<file path="config.mk">
export PLATFORM = sky130hd
export DESIGN_NAME = uart_hex_dump
export DESIGN_NICKNAME = d
export VERILOG_FILES = /design/src/rtl/uart_hex_dump.sv
export SDC_FILE = /design/constraint.sdc
export NUM_CORES = 1
export LEC_CHECK = 0
export BUFFER_PORTS_ARGS = -buffer_cell sky130_fd_sc_hd__buf_2
export CAP_MARGIN = 20
export CORE_ASPECT_RATIO = 0.9
export CORE_MARGIN = 2
export CORE_UTILIZATION = 40
export CTS_CLUSTER_DIAMETER = 30
export DETAILED_ROUTE_END_ITERATION = 10
export PLACE_DENSITY = 0.6
export SLEW_MARGIN = 20
export SYNTH_ARGS = -nofsm -noshare
export SYNTH_HDL_FRONTEND = slang
export SYNTH_SLANG_ARGS = --single-unit
export TNS_END_PERCENT = 30
</file>
<file path="constraint.sdc">
create_clock -name clk -period 10.6 [get_ports clk]
set_clock_uncertainty 0.2 [all_clocks]
set_input_delay 2.12 -clock clk [delete_from_list [all_inputs] [get_ports clk]]
set_output_delay 2.12 -clock clk [all_outputs]
set_load 0.02 [all_outputs]
</file>
<file path="src/rtl/uart_hex_dump.sv">
// Snapshots N_WORDS 32-bit words and sends them over UART as uppercase hex text ending in CR LF.
// Define UART_PARITY_EN to add an even parity bit to every frame.
module uart_hex_dump #(
   parameter int CLK_DIV = 868,
   parameter int N_WORDS = 8,
   parameter int PERIOD  = 10000000
) (
   input  logic                   clk,
   input  logic                   rst,
   input  logic                   start,
   input  logic [32*N_WORDS-1:0]  data,
   output logic                   tx,
   output logic                   busy,
   output logic                   done
);

   typedef enum logic [2:0] {
      IDLE   = 3'd0,
      START  = 3'd1,
      DATA   = 3'd2,
      PARITY = 3'd3,
      STOP   = 3'd4,
      NEXT   = 3'd5
   } state_t;

   localparam int CW = $clog2(CLK_DIV);
   localparam int WW = (N_WORDS > 1) ? $clog2(N_WORDS) : 1;
   localparam int PW = (PERIOD > 1) ? $clog2(PERIOD) : 1;
   localparam logic [CW-1:0] BIT_LAST  = CW'(CLK_DIV - 1);
   localparam logic [WW-1:0] WORD_LAST = WW'(N_WORDS - 1);
   localparam logic [PW-1:0] PER_LAST  = PW'((PERIOD > 0) ? PERIOD - 1 : 0);
   localparam logic          AUTO_EN   = (PERIOD != 0);

   function automatic logic [7:0] hex_ascii(input logic [3:0] nib);
      if (nib < 4'd10) begin
         return 8'h30 + {4'h0, nib};
      end else begin
         return 8'h37 + {4'h0, nib};
      end
   endfunction

`ifdef UART_PARITY_EN
   function automatic logic even_par(input logic [7:0] b);
      return ^b;
   endfunction
`endif

   state_t                state_r, state_nx_s;
   logic [CW-1:0]         bit_cnt_r, bit_cnt_nx_s;
   logic [2:0]            bit_idx_r, bit_idx_nx_s;
   logic [WW-1:0]         word_idx_r, word_idx_nx_s;
   logic [3:0]            nib_idx_r, nib_idx_nx_s;   // 0..7 hex digit, 8 = separator
   logic [1:0]            crlf_r, crlf_nx_s;         // 0 = word text, 1 = CR, 2 = LF
   logic [PW-1:0]         period_cnt_r;
   logic [32*N_WORDS-1:0] snap_r;
   logic [31:0]           word_s;
   logic [3:0]            nib_s;
   logic [7:0]            char_s;
   logic                  trig_s, bit_end_s, snap_ld_s;
   logic                  busy_nx_s, done_nx_s, tx_nx_s;
   logic                  tx_r, busy_r, done_r;

   assign trig_s    = start | (AUTO_EN & (period_cnt_r == PER_LAST));
   assign bit_end_s = (bit_cnt_r == BIT_LAST);
   assign nib_s     = 4'(word_s >> {~nib_idx_r[2:0], 2'b00});
   assign tx        = tx_r;
   assign busy      = busy_r;
   assign done      = done_r;

   // Select the snapshot word being printed.
   always_comb begin
      word_s = snap_r[31:0];
      for (int i = 1; i < N_WORDS; i++) begin
         word_s = (word_idx_r == WW'(i)) ? snap_r[32*i +: 32] : word_s;
      end
   end

   // Current character of the text stream.
   always_comb begin
      if (crlf_r == 2'd1) begin
         char_s = 8'h0D;
      end else if (crlf_r == 2'd2) begin
         char_s = 8'h0A;
      end else if (nib_idx_r == 4'd8) begin
         char_s = 8'h20;
      end else begin
         char_s = hex_ascii(nib_s);
      end
   end

   // Next-state logic; tx is derived from the next state so the line register changes with it.
   always_comb begin
      state_nx_s    = state_r;
      bit_cnt_nx_s  = bit_end_s ? '0 : bit_cnt_r + CW'(1);
      bit_idx_nx_s  = bit_idx_r;
      word_idx_nx_s = word_idx_r;
      nib_idx_nx_s  = nib_idx_r;
      crlf_nx_s     = crlf_r;
      snap_ld_s     = 1'b0;
      busy_nx_s     = busy_r;
      done_nx_s     = 1'b0;
      case (state_r)
         IDLE: begin
            bit_cnt_nx_s = '0;
            if (trig_s) begin
               state_nx_s    = START;
               bit_idx_nx_s  = 3'd0;
               word_idx_nx_s = '0;
               nib_idx_nx_s  = 4'd0;
               crlf_nx_s     = 2'd0;
               snap_ld_s     = 1'b1;
               busy_nx_s     = 1'b1;
            end else begin
               state_nx_s = IDLE;
            end
         end
         START: begin
            if (bit_end_s) begin
               state_nx_s = DATA;
            end else begin
               state_nx_s = START;
            end
         end
         DATA: begin
            if (bit_end_s && bit_idx_r == 3'd7) begin
               bit_idx_nx_s = 3'd0;
`ifdef UART_PARITY_EN
               state_nx_s   = PARITY;
`else
               state_nx_s   = STOP;
`endif
            end else if (bit_end_s) begin
               bit_idx_nx_s = bit_idx_r + 3'd1;
            end else begin
               bit_idx_nx_s = bit_idx_r;
            end
         end
`ifdef UART_PARITY_EN
         PARITY: begin
            if (bit_end_s) begin
               state_nx_s = STOP;
            end else begin
               state_nx_s = PARITY;
            end
         end
`endif
         STOP: begin
            if (bit_end_s) begin
               state_nx_s = NEXT;
            end else begin
               state_nx_s = STOP;
            end
         end
         NEXT: begin
            bit_cnt_nx_s = '0;
            if (crlf_r == 2'd2) begin
               state_nx_s = IDLE;
               busy_nx_s  = 1'b0;
               done_nx_s  = 1'b1;
            end else begin
               state_nx_s = START;
               if (crlf_r == 2'd1) begin
                  crlf_nx_s = 2'd2;
               end else if (nib_idx_r == 4'd8) begin
                  nib_idx_nx_s  = 4'd0;
                  word_idx_nx_s = word_idx_r + WW'(1);
               end else if (nib_idx_r != 4'd7) begin
                  nib_idx_nx_s = nib_idx_r + 4'd1;
               end else if (word_idx_r == WORD_LAST) begin
                  crlf_nx_s = 2'd1;
               end else begin
                  nib_idx_nx_s = 4'd8;
               end
            end
         end
         default: begin
            state_nx_s   = IDLE;
            bit_cnt_nx_s = '0;
            busy_nx_s    = 1'b0;
         end
      endcase

      case (state_nx_s)
         START:   tx_nx_s = 1'b0;
         DATA:    tx_nx_s = char_s[bit_idx_nx_s];
`ifdef UART_PARITY_EN
         PARITY:  tx_nx_s = even_par(char_s);
`endif
         default: tx_nx_s = 1'b1;
      endcase
   end

   // FSM, counters, snapshot and registered outputs.
   always_ff @(posedge clk or negedge rst) begin
      if (!rst) begin
         state_r    <= IDLE;
         bit_cnt_r  <= '0;
         bit_idx_r  <= 3'd0;
         word_idx_r <= '0;
         nib_idx_r  <= 4'd0;
         crlf_r     <= 2'd0;
         snap_r     <= '0;
         tx_r       <= 1'b1;
         busy_r     <= 1'b0;
         done_r     <= 1'b0;
      end else begin
         state_r    <= state_nx_s;
         bit_cnt_r  <= bit_cnt_nx_s;
         bit_idx_r  <= bit_idx_nx_s;
         word_idx_r <= word_idx_nx_s;
         nib_idx_r  <= nib_idx_nx_s;
         crlf_r     <= crlf_nx_s;
         snap_r     <= snap_ld_s ? data : snap_r;
         tx_r       <= tx_nx_s;
         busy_r     <= busy_nx_s;
         done_r     <= done_nx_s;
      end
   end

   // Free-running auto-trigger counter, independent of busy.
   always_ff @(posedge clk or negedge rst) begin
      if (!rst) begin
         period_cnt_r <= '0;
      end else if (AUTO_EN && period_cnt_r != PER_LAST) begin
         period_cnt_r <= period_cnt_r + PW'(1);
      end else begin
         period_cnt_r <= '0;
      end
   end

endmodule

</file>
### Yosys cells after proc, flatten, opt, wreduce, memory -nomap -nowiden

Index checks and enable logic that the tools add are counted.

| storage, ports and cells | value |
|---|---|
| bits in registers | 308 |
| input bits | 259 |
| output and inout bits | 3 |
| logic and storage cells | 115 |

| operators by class | value |
|---|---|
| add/sub/neg operators | 7 |
| magnitude comparators | 2 |
| equal/unequal tests | 30 |
| shift operators | 1 |
| multiplexer cells | 53 |
| bitwise gates (word level) | 3 |
| reductions and logical operators | 8 |

Operators with widths:

| operator | count |
|---|---|
| two-way mux 32 bit | 7 |
| right shift 32 x 5 -> 4 bit | 1 |
| adder 24 x 1 -> 24 bit, second input constant | 1 |
| == test 24 bit, second input constant | 1 |
| two-way mux 24 bit | 1 |
| two-way mux 3 bit | 8 |
| two-way mux 4 bit | 6 |
| inequality test 24 bit, second input constant | 1 |
| == test 3 bit, second input constant | 7 |
| two-way mux 10 bit | 2 |
| two-way mux 8 bit | 2 |
| one-hot mux 3 bit (5 select lines) | 1 |
| adder 6 x 4 -> 7 bit, first input constant | 2 |
| two-way mux 2 bit | 7 |
| two-way mux 7 bit | 2 |
| == test 3 x 2 -> 1 bit, second input constant | 4 |
| one-hot mux 3 bit (2 select lines) | 2 |
| adder 10 x 1 -> 10 bit, second input constant | 1 |
| == test 10 bit, second input constant | 1 |
| two-way mux 1 bit | 10 |
| inequality test 2 bit, second input constant | 5 |
| AND reduction 5 bit | 2 |
| == test 3 x 1 -> 1 bit, second input constant | 3 |
| inequality test 3 bit, second input constant | 3 |
| 23 further kinds | 24 |

### Depth between registers and ports, before layout

Gate-level depths: netlist of run 1.

| depth | value |
|---|---|
| word-level depth | 17 |
| gate-level depth with buffers | 20 |
| gate-level depth less buffers | 14 |

### Least setup slack after synthesis of run 1

Ideal clock, no wire load.

| timing | value |
|---|---|
| path type | register to register |
| start | reg word_idx_r[2] |
| end | reg tx_r, in the netlist tx |
| setup time | 0.083 ns |
| arrival | 3.892 ns |
| data required time | 10.317 ns |
| slack | 6.425 ns |
| cell stages (with the launch flop) | 21 |
| path buffers | 6 |
| period minus slack after synthesis | 4.175 ns |
| cell sequence | dfrtp_1 -> buf_6 -> buf_6 -> inv_1 -> buf_2 -> ha_1 -> buf_2 -> inv_1 -> buf_2 -> clkbuf_1 -> o31ai_1 -> a2111oi_0 -> o22ai_1 -> a22oi_1 -> o211ai_1 -> and2_1 -> ha_1 -> or4b_1 -> a211oi_1 -> a311oi_1 -> a41oi_1 |

| between the ends | value |
|---|---|
| cells in the longest elaborated chain, start to end | 17 |
| elaborated cells on any way between the ends | 25 |
| those cells by class | add/sub (2); order compare (1); eq/ne (7); shift (1); mux (14) |

Ends and longest elaborated chain:

| element | line | source |
|---|---|---|
| start, declared | 51 | `logic [WW-1:0] word_idx_r, word_idx_nx_s;` |
| start signal, assigned | 210 | `word_idx_r <= word_idx_nx_s;` |
| == test 3 x 1 -> 1 bit | 74 | `word_s = (word_idx_r == WW'(i)) ? snap_r[32*i +: 32] : word_s;` |
| two-way mux 32 bit (6 in a row) | 74 |  |
| two-way mux 32 bit (*) | 74 |  |
| right shift 32 x 5 -> 4 bit (*) | 65 | `assign nib_s = 4'(word_s >> {~nib_idx_r[2:0], 2'b00});` |
| adder 6 x 4 -> 7 bit (tied with other cells) | 38 | `return 8'h37 + {4'h0, nib};` |
| two-way mux 7 bit (*) | 35 | `if (nib < 4'd10) begin` |
| two-way mux 7 bit (*) | 84 | `end else if (nib_idx_r == 4'd8) begin` |
| two-way mux 8 bit (*) | 82 | `end else if (crlf_r == 2'd2) begin` |
| two-way mux 8 bit (*) | 80 | `if (crlf_r == 2'd1) begin` |
| binary-select mux 1 bit (select 3 bit) (*) | 185 | `DATA: tx_nx_s = char_s[bit_idx_nx_s];` |
| two-way mux 1 bit (not written as such) (*) | 185 |  |
| one-hot mux 1 bit (2 select lines) (*) | 183 | `case (state_nx_s)` |
| net tx_nx_s | 60 | `logic busy_nx_s, done_nx_s, tx_nx_s;` |
| end signal, assigned | 214 | `tx_r <= tx_nx_s;` |
| end, declared | 61 | `logic tx_r, busy_r, done_r;` |

Mark *: on every way through the listed nets, which the timed path passes. The rest lies on a longest branch. The select of a mux whose other input is x is not followed.
A chain may end at the register's enable or synchronous reset.

### Final worst setup path of run 1

Same ends and word-level chain as after synthesis.

==> flow_metrics.py, run 1 <==
metrics = {
    "status": {
        "outcome": "finished clean",
    },
    "routing": {
        "ant_nets": 0,
        "drc": 0,
        "via_per_inst": 5.51,
        "drt_first_pass_iters": 5,
        "drt-initial-drc-count": 1359,
        "wire_per_inst_um": 21.1,
        "num_vias": 14568,
        "finalWirelength_mm": 55.8,
    },
    "logic_synthesis": {
        "synth.distinct_cells": 92,
        "yosysWarningCount": 0,
        "avgSynthCellArea_sq_um": 8.33,
        "async_flop_share_pct": 100,
        "synth-compound-area-share_pct": 14.6,
        "synth_top_family_by_area": "simple AND/OR/NAND/NOR gates",
        "synthXorXnorAreaFrac_pct": 1.58,
        "synthCells": 1864,
        "synth-edff-count": 0,
        "synthAdderAreaFrac_pct": 1.05,
        "synth_seq_area_share_pct": 49.6,
        "syn-num-nets": 2136,
        "syn-cell-area_sq_mm": 0.0155,
        "synthFlopType": "dfrtp_1",
        "ys_ff_latch": 308,
        "synthMuxAreaShare_pct": 0.588,
        "synth-simple-area-share_pct": 27.8,
    },
    "setup_path": {
        "critPathArrivalTime_ps": 5820,
        "slowest_stage": "a2111oi_0",
        "startpoint_type": "flip-flop",
        "cp_slowest_stage_delay_ps": 690,
        "crit_type": "flip-flop to flip-flop",
        "worstPathCellList": "buf_4 -> inv_1 -> ha_1 -> inv_1 -> o31ai_1 -> a2111oi_0 -> a2111oi_0 -> o21ai_0 -> o211ai_1 -> and2_1 -> ha_1 -> or4b_1 -> a211oi_1 -> a311oi_1 -> a41oi_1",
        "crit_path_end_kind": "flip-flop",
        "required_ps": 10880,
        "cp_max_fo": 63,
    },
    "placement": {
        "io_buffers": 261,
        "dpl.hpwl_mm": 40.0,
        "gp_congestion": 0.971,
        "dp.cells": 2518,
    },
    "sta": {
        "hold_viol": 0,
        "min_period_over_period_pct": 52.3,
        "period_needed_ps": 5540,
        "finalSetupViolations": 0,
        "drv_slew": 0,
        "finalSetupTns_ps": 0,
        "rsz0062_at_grt": "false",
        "relSlewSlack_pct": 26.5,
        "worst_slew_pin_slew_ps": 1100,
        "fmax_mhz": 180,
    },
    "global_route": {
        "grt_usage_pct": 28.0,
        "grt_pass1_vias": 14599,
        "grt_max_degree": 218,
        "grt_pass1_wl_mm": 85.2,
        "grt-ovfl-total": 0,
        "antenna_found_initial": 0,
    },
    "worst_hold_path": {
        "hp-class": "flip-flop to flip-flop",
    },
    "layout": {
        "final_cells": 2644,
        "layout.nets": 2372,
        "diodes": 0,
        "syn2layout_area_growth_pct": 25.0,
        "drive_above_1_share_pct": 20.2,
    },
    "clock_tree": {
        "cts.sink_count": 308,
        "cts_resized": 0,
        "cts_hold_buf": 0,
        "clkLatencyLatePin_ps": 570,
        "htree_levels": 3,
        "clk_path_buf_depth": 3,
        "clk_pin_slew_ps": 50,
        "cts_buffers": 70,
        "cts_tree": "done",
        "post_cts_buffers": 0,
        "root_buffer": "clkbuf_16",
    },
    "power_and_ir_drop": {
        "p_leak_uw": 0.00953,
        "vdd_drop_max_mv": 0.119,
        "p_switching_uw": 830,
        "pwr-share-seq_pct": 35.7,
        "clkPwrFrac_pct": 60.1,
        "switching_share_pct": 23.1,
        "combinationalPowerShare_pct": 4.2,
        "p_int_uw": 2760,
        "p_per_area_mw_per_mm2": 185,
    },
    "floorplan": {
        "dieWidth_um": 212,
        "core_region_area_sq_mm": 0.0383,
        "pin_count": 262,
        "start_util_pct": 40.6,
        "fp.dieH_um": 191,
        "rows": 68,
        "die-area_sq_mm": 0.0404,
    },
    "run": {
        "maxCapViolations": 0,
    },
}
cells in the mapped netlist, drive strengths merged (19+ instances only):
master	instances	share of area (%)
o22ai	28	1.1
nand3	36	1.2
nor2	67	1.6
buf	43	2.1
o21ai	64	2.1
inv	29	0.70
dfrtp	307	49
a21oi	55	1.8
xor2	19	1.1
a221oi	23	1.5
nand2	816	20
clkbuf	77	1.9
layout make-up:
type | count | area (sq um)
fillers | 3641 | 18900
repair buffers | 284 | 1510
flip-flops and latches | 308 | 7710
clock inverters | 38 | 418
well taps | 490 | 613
multi-input cells | 1406 | 7100
inverters | 30 | 113
clock buffers | 88 | 1960
placed cells by master (no fill, tap or decap), drive strengths merged, types with 11 or more instances in the layout:
cell type,netlist,routed
a221oi,23,23
o21ai,64,64
xor2,19,19
dfrtp,307,307
nand3,36,36
nor2b,18,18
buf,43,284
a211oi,13,13
clkinv,1,20
a21oi,55,55
clkbuf,77,88
inv,29,38
ha,13,13
a31oi,14,14
a22o,11,11
nor2,67,67
nand2,816,816
a2111oi,15,15
o22ai,28,28
nand2b,17,17
nor3,11,11
o221ai,12,12
power groups by stage:
stage | clock [uW] | sequential, uW | combinational, uW
after floorplan | 0 | 1270 | 59.7
after global placement | 0 | 1300 | 148
after detailed placement | 0 | 1300 | 152
after CTS | 2180 | 1280 | 154
after global routing | 2250 | 1280 | 173
final | 2160 | 1280 | 151
cell families after synthesis:
logic type	count (synthesis)
compound gates	316
xor+xnor	28
fa+ha+maj	13
buf+inv	150
flops	308
mux	9
simple gates	1040
per-stage QoR:
stage | hold WS, ps | setup WS, ps | utilization [%] | total power [uW] | cell area, sq um
4_1_cts | 275 | 5230 | 50.7 | 3620 | 19400
3_5_place_dp | 263 | 5250 | 44.5 | 1450 | 17000
5_1_grt | 286 | 4760 | 50.7 | 3700 | 19400
6_report | 272 | 5060 | 50.7 | 3590 | 19400
3_3_place_gp | 263 | 5380 | 44.5 | 1440 | 17000
2_1_floorplan | 237 | 6420 | - | 1330 | 15500
per-layer routing:
layer  global-route usage [%]  part of all wire [%]  vias up
li1                         -                     -     6763
met1                     38.9                    44     7048
met2                     43.4                    45      626
met3                     4.94                   7.1      131
met4                     10.9                   3.6        0
met5                        0                     0        -
critical path, delay by kind of cell, from the launching register on:
kind / cells / cell delay (ps)
compound gates: 8 / 1970
fa+ha+maj: 2 / 590
simple gates: 2 / 750
buf+inv: 3 / 1610
flops: 1 / 330
final timing paths:
path	cells after the start	startpoint	to	slack, ps
worst min register to register	2	snap_r[41]$_DFFE_PN0P_	snap_r[41]$_DFFE_PN0P_	270
worst min-delay path	2	snap_r[41]$_DFFE_PN0P_	snap_r[41]$_DFFE_PN0P_	270
min in group asynchronous	1	rst	snap_r[32]$_DFFE_PN0P_	1390
worst max register to register	15	word_idx_r[2]$_DFFE_PN0P_	tx$_DFF_PN1_	5060
max in group asynchronous	2	rst	word_idx_r[2]$_DFFE_PN0P_	7330
worst max-delay path	15	word_idx_r[2]$_DFFE_PN0P_	tx$_DFF_PN1_	5060
state kept, by name (all words and copies together) (netlist names):
signal	count
state_r	3
bit_idx_r	3
snap_r	256
crlf_r	2
nib_idx_r	4
tx	1
done	1
busy	1
period_cnt_r	24
word_idx_r	3
bit_cnt_r	10
(Power assumes the default switching activity.)
==> inputs of run 2 (changes only) <==
- clock period: 10.6 -> 5.1 ns (I/O delays scaled with it)
==> flow_metrics.py, run 2 (synthesis gave the netlist of run 1 again) <==
metrics = {
    "status": {
        "outcome": "finished clean",
    },
    "global_route": {
        "grt-ovfl-total": 0,
        "grt_max_degree": 120,
        "grt_pass1_vias": 14063,
        "grt_usage_pct": 27.9,
        "antenna_found_initial": 0,
        "grt_pass1_wl_mm": 84.1,
    },
    "worst_hold_path": {
        "holdPathEnd": "snap_r[228]$_DFFE_PN0P_",
        "hold_depth": 2,
        "hp-class": "flip-flop to flip-flop",
        "worstHoldStart": "snap_r[228]$_DFFE_PN0P_",
    },
    "routing": {
        "ant_nets": 0,
        "num_vias": 14455,
        "drc": 0,
        "finalWirelength_mm": 55.8,
        "wire_per_inst_um": 20.9,
        "drt_first_pass_iters": 5,
        "via_per_inst": 5.43,
        "drt-initial-drc-count": 1292,
    },
    "sta": {
        "worst_slew_pin_slew_ps": 1090,
        "drv_slew": 0,
        "finalSetupTns_ps": 0,
        "rsz0062_at_grt": "false",
        "relSlewSlack_pct": 26.6,
        "min_period_over_period_pct": 95.0,
        "hold_viol": 0,
        "period_needed_ps": 4840,
        "fmax_mhz": 206,
        "finalSetupViolations": 0,
    },
    "floorplan": {
        "core_region_area_sq_mm": 0.0383,
        "start_util_pct": 40.6,
        "rows": 68,
        "dieWidth_um": 212,
        "pin_count": 262,
        "die-area_sq_mm": 0.0404,
        "fp.dieH_um": 191,
    },
    "clock_tree": {
        "cts_buffers": 69,
        "cts.sink_count": 308,
        "cts_hold_buf": 0,
        "clk_path_buf_depth": 3,
        "clk_pin_slew_ps": 40,
        "post_cts_buffers": 0,
        "cts_tree": "done",
        "root_buffer": "clkbuf_16",
        "cts_resized": 0,
        "htree_levels": 3,
        "clkLatencyLatePin_ps": 600,
    },
    "layout": {
        "largestRegisters": "snap_r x256, period_cnt_r x24, bit_cnt_r x10",
        "drive_above_1_share_pct": 20.9,
        "final_common_cell": "nand2_1",
        "diodes": 0,
        "regMostFlops": "snap_r",
        "layout.nets": 2389,
        "syn2layout_area_growth_pct": 26.4,
        "largest_reg_flops": 256,
        "mostFrequentLayoutCells": "814 x nand2_1, 306 x dfrtp_1, 260 x buf_2",
        "utilization_pct": 51.3,
    },
    "setup_path": {
        "rr_worst_depth": 14,
        "cp_max_fo": 15,
        "reg2reg_slack_ps": 260,
        "rr_startpoint": "word_idx_r[0]$_DFFE_PN0P_",
        "rr_endpoint": "tx$_DFF_PN1_",
        "startpoint_type": "flip-flop",
        "critPathArrivalTime_ps": 5140,
        "required_ps": 5400,
        "crit_type": "flip-flop to flip-flop",
        "crit_path_end_kind": "flip-flop",
    },
    "placement": {
        "dpl.hpwl_mm": 41.2,
        "io_buffers": 261,
        "gp_congestion": 0.938,
    },
    "power_and_ir_drop": {
        "p_leak_uw": 0.00962,
        "vdd_drop_max_mv": 0.218,
        "p_per_area_mw_per_mm2": 381,
    },
    "run": {
        "maxCapViolations": 0,
    },
}
==> run 2: routing by layer <==
layer  track usage, %  wire length (um)  share of wire, %
met5                0                 0                 0
met3             5.67              3650               6.5
met2             43.6             25100                45
met1             38.9             25400                46
met4             9.21              1690               3.0
==> run 2: power breakdown <==
group	switching, uW	internal (uW)
clock	1480	3020
sequential	112	2560
combinational	168	142
==> run 2: stage by stage <==
step                      cells  setup WS [ps]  hold slack, ps  power, uW  instance area, sq um
after detailed placement   2536            372             261       3010                 17200
after global routing       2663            112             291       7730                 19600
after floorplan            1864            925             237       2760                 15500
final                      2663            256             271       7480                 19600
after CTS                  2663            329             275       7550                 19600
after global placement     2536            608             264       3010                 17200
==> run 2: worst max-delay path, cell delays in order, from the launching register on <==
cell and delay (ps):
dfrtp_1 420, inv_1 110, ha_1 570, and2_0 450
nor3_1 200, a2111oi_0 590, o22ai_1 200, a22oi_1 230
o211ai_1 220, and2_1 240, ha_1 240, or4b_1 520
a211oi_1 240, a311oi_1 70, a41oi_1 230
==> run 2: cell type report <==
cell class	instances	area, sq um
clock buffers	90	1910
clock inverters	37	490
fillers	3641	18600
inverters	30	113
multi-input cells	1406	7110
flip-flops and latches	308	7710
well taps	490	613
repair buffers	302	1700
==> run 2: how the worst max path moves through the flow <==
| stage | from | end | slack (ps) | cells after the start |
|---|---|---|---|---|
| detailed placement | word_idx_r[1]$_DFFE_PN0P_ | tx$_DFF_PN1_ | 370 | 14 |
| floorplan | word_idx_r[2]$_DFFE_PN0P_ | tx$_DFF_PN1_ | 920 | 20 |
| CTS | word_idx_r[1]$_DFFE_PN0P_ | tx$_DFF_PN1_ | 330 | 14 |
| global placement | word_idx_r[1]$_DFFE_PN0P_ | tx$_DFF_PN1_ | 610 | 14 |
| global route | word_idx_r[0]$_DFFE_PN0P_ | tx$_DFF_PN1_ | 110 | 14 |
| finish | word_idx_r[0]$_DFFE_PN0P_ | tx$_DFF_PN1_ | 260 | 14 |
==> inputs of run 3 (changes only) <==
- PLACE_DENSITY: 0.6 -> 0.62
- clock period: 5.1 -> 3.91 ns (I/O delays scaled with it)
==> flow_metrics.py, run 3 (synthesis gave the netlist of run 1 again) <==
metrics = {
    "global_route": {
        "grt_pass1_vias": 14864,
        "grt_max_degree": 143,
        "antenna_found_initial": 1,
        "grt-ovfl-total": 0,
        "grt_pass1_wl_mm": 85.3,
        "grt_usage_pct": 28.1,
    },
    "worst_hold_path": {
        "hp-class": "primary input to async pin",
    },
    "power_and_ir_drop": {
        "p_leak_uw": 0.0101,
        "p_total_uw": 9820,
        "p_per_area_mw_per_mm2": 472,
        "vdd_drop_max_mv": 0.329,
    },
    "placement": {
        "gp_congestion": 0.954,
        "placed_cell_area_sq_mm": 0.0179,
        "io_buffers": 261,
        "dpl.hpwl_mm": 41.9,
    },
    "sta": {
        "min_period_over_period_pct": 100,
        "finalSetupViolations": 1,
        "fmax_mhz": 256,
        "rsz0062_at_grt": "true",
        "whs_ps": 97.5,
        "worst_slew_pin_slew_ps": 915,
        "finalSetupTns_ps": -0.410,
        "hold_viol": 0,
        "setup_slack_ps": -0.410,
        "drv_slew": 0,
        "relSlewSlack_pct": 39.0,
        "period_needed_ps": 3910,
    },
    "layout": {
        "fillCellCount": 3505,
        "layout.nets": 2476,
        "diodes": 0,
        "mostFrequentLayoutCells": "812 x nand2_1, 304 x dfrtp_1, 261 x buf_2",
        "syn2layout_area_growth_pct": 33.9,
        "regMostFlops": "snap_r",
        "final_common_cell": "nand2_1",
        "utilization_pct": 54.3,
        "drive_above_1_share_pct": 26.3,
        "largestRegisters": "snap_r x256, period_cnt_r x24, bit_cnt_r x10",
        "stdcell_area_sq_mm": 0.0208,
        "largest_reg_flops": 256,
    },
    "setup_path": {
        "critPathArrivalTime_ps": 4170,
        "crit_path_end": "tx$_DFF_PN1_",
        "required_ps": 4170,
        "worstPathCellList": "inv_4 -> ha_4 -> buf_12 -> buf_4 -> o21bai_4 -> buf_4 -> buf_4 -> a2111o_1 -> a211oi_2 -> a2111oi_2 -> a41oi_2 -> o22ai_1 -> a31o_1 -> a311oi_1 -> a41oi_1",
        "rr_worst_depth": 15,
        "crit_type": "flip-flop to flip-flop",
        "startpoint_type": "flip-flop",
        "rr_startpoint": "word_idx_r[0]$_DFFE_PN0P_",
        "cp.depth": 15,
        "cp_slowest_stage_delay_ps": 500,
        "cp_max_fo": 7,
        "critical-path-top-delay-family": "compound AO/OA/AOI/OAI gates",
        "cp-startpoint": "word_idx_r[0]$_DFFE_PN0P_",
        "rr_endpoint": "tx$_DFF_PN1_",
        "slowest_stage": "a2111o_1",
        "cp_num_buf_inv": 5,
        "reg2reg_slack_ps": -0.4,
        "crit_path_end_kind": "flip-flop",
        "cpMostUsedCell": "buf_4",
    },
    "floorplan": {
        "rows": 68,
        "fp.dieH_um": 191,
        "start_util_pct": 40.6,
        "pin_count": 262,
        "core_region_area_sq_mm": 0.0383,
        "dieWidth_um": 212,
        "die-area_sq_mm": 0.0404,
    },
    "routing": {
        "num_vias": 14966,
        "wire_per_inst_um": 20.6,
        "via_per_inst": 5.44,
        "drt_first_pass_iters": 7,
        "finalWirelength_mm": 56.7,
        "drt-initial-drc-count": 1315,
        "ant_nets": 0,
        "drc": 0,
    },
    "clock_tree": {
        "cts_tree": "done",
        "root_buffer": "clkbuf_16",
        "clk_path_buf_depth": 3,
        "cts_hold_buf": 0,
        "htree_levels": 3,
        "clkLatencyLatePin_ps": 570,
        "cts_buffers": 67,
        "clk_pin_slew_ps": 50,
        "cts.sink_count": 308,
    },
    "run": {
        "maxCapViolations": 0,
    },
    "status": {
        "outcome": "finished, violations left",
        "violations": "setup timing",
    },
}
-- run 3: changes by cell type in the layout (fill, tap and decap cells not counted), sizes merged --
cell / previous run / this run
buf: 302 / 390
clkbuf: 90 / 84
bufinv: 7 / 10
clkinv: 17 / 19
clkinvlp: 7 / 6
-- run 3: final cells by class --
| class | instances | area, sq um | share of cell area (%) |
|---|---|---|---|
| clock buffers | 83 | 1830 | 8.80 |
| clock inverters | 41 | 564 | 2.71 |
| flip-flops and latches | 308 | 7710 | 37.1 |
| well taps | 490 | 613 | 2.95 |
| multi-input cells | 1406 | 7450 | 35.8 |
| inverters | 30 | 121 | 0.584 |
| repair buffers | 391 | 2510 | 12.1 |
-- run 3: how the worst min path moves through the flow --
stage	from	endpoint	slack [ps]	cells past startpoint
2_1_floorplan	snap_r[128]$_DFFE_PN0P_	snap_r[128]$_DFFE_PN0P_	240	2
3_3_place_gp	snap_r[43]$_DFFE_PN0P_	snap_r[43]$_DFFE_PN0P_	260	2
3_5_place_dp	snap_r[227]$_DFFE_PN0P_	snap_r[227]$_DFFE_PN0P_	260	2
4_1_cts	rst	snap_r[0]$_DFFE_PN0P_	140	1
5_1_grt	rst	snap_r[0]$_DFFE_PN0P_	180	1
6_report	rst	snap_r[0]$_DFFE_PN0P_	100	1
-- run 3: routing by layer --
| metal | up-vias | track usage [%] | part of all wire (%) |
|---|---|---|---|
| li1 | 6979 | - | - |
| met1 | 7163 | 38.2 | 43 |
| met2 | 664 | 42.6 | 44 |
| met3 | 160 | 5.65 | 7.4 |
| met4 | 0 | 14.6 | 5.4 |
| met5 | - | 0 | 0 |
-- run 3: per-stage QoR --
stage               setup slack (ps)  std cells
floorplan                      0.202       1864
global placement                -140       2610
detailed placement              -179       2610
CTS                             2.60       2741
global route                    -119       2749
finish                        -0.410       2749
-- run 3: repair_timing --
item	CTS	global route
gates resized for setup	41	57
setup buffers	8	7
gates cloned	0	2
endpoints found under the hold margin	0	0
pin swaps	13	16
setup endpoints to repair	1	1
-- run 3: power breakdown --
group | total (uW) | switching, uW | leakage [uW] | internal, uW
clock network | 5910 | 1890 | 0.00116 | 4020
registers | 3470 | 142 | 0.00363 | 3330
logic | 437 | 231 | 0.00534 | 205
total | 9820 | 2260 | 0.0101 | 7560
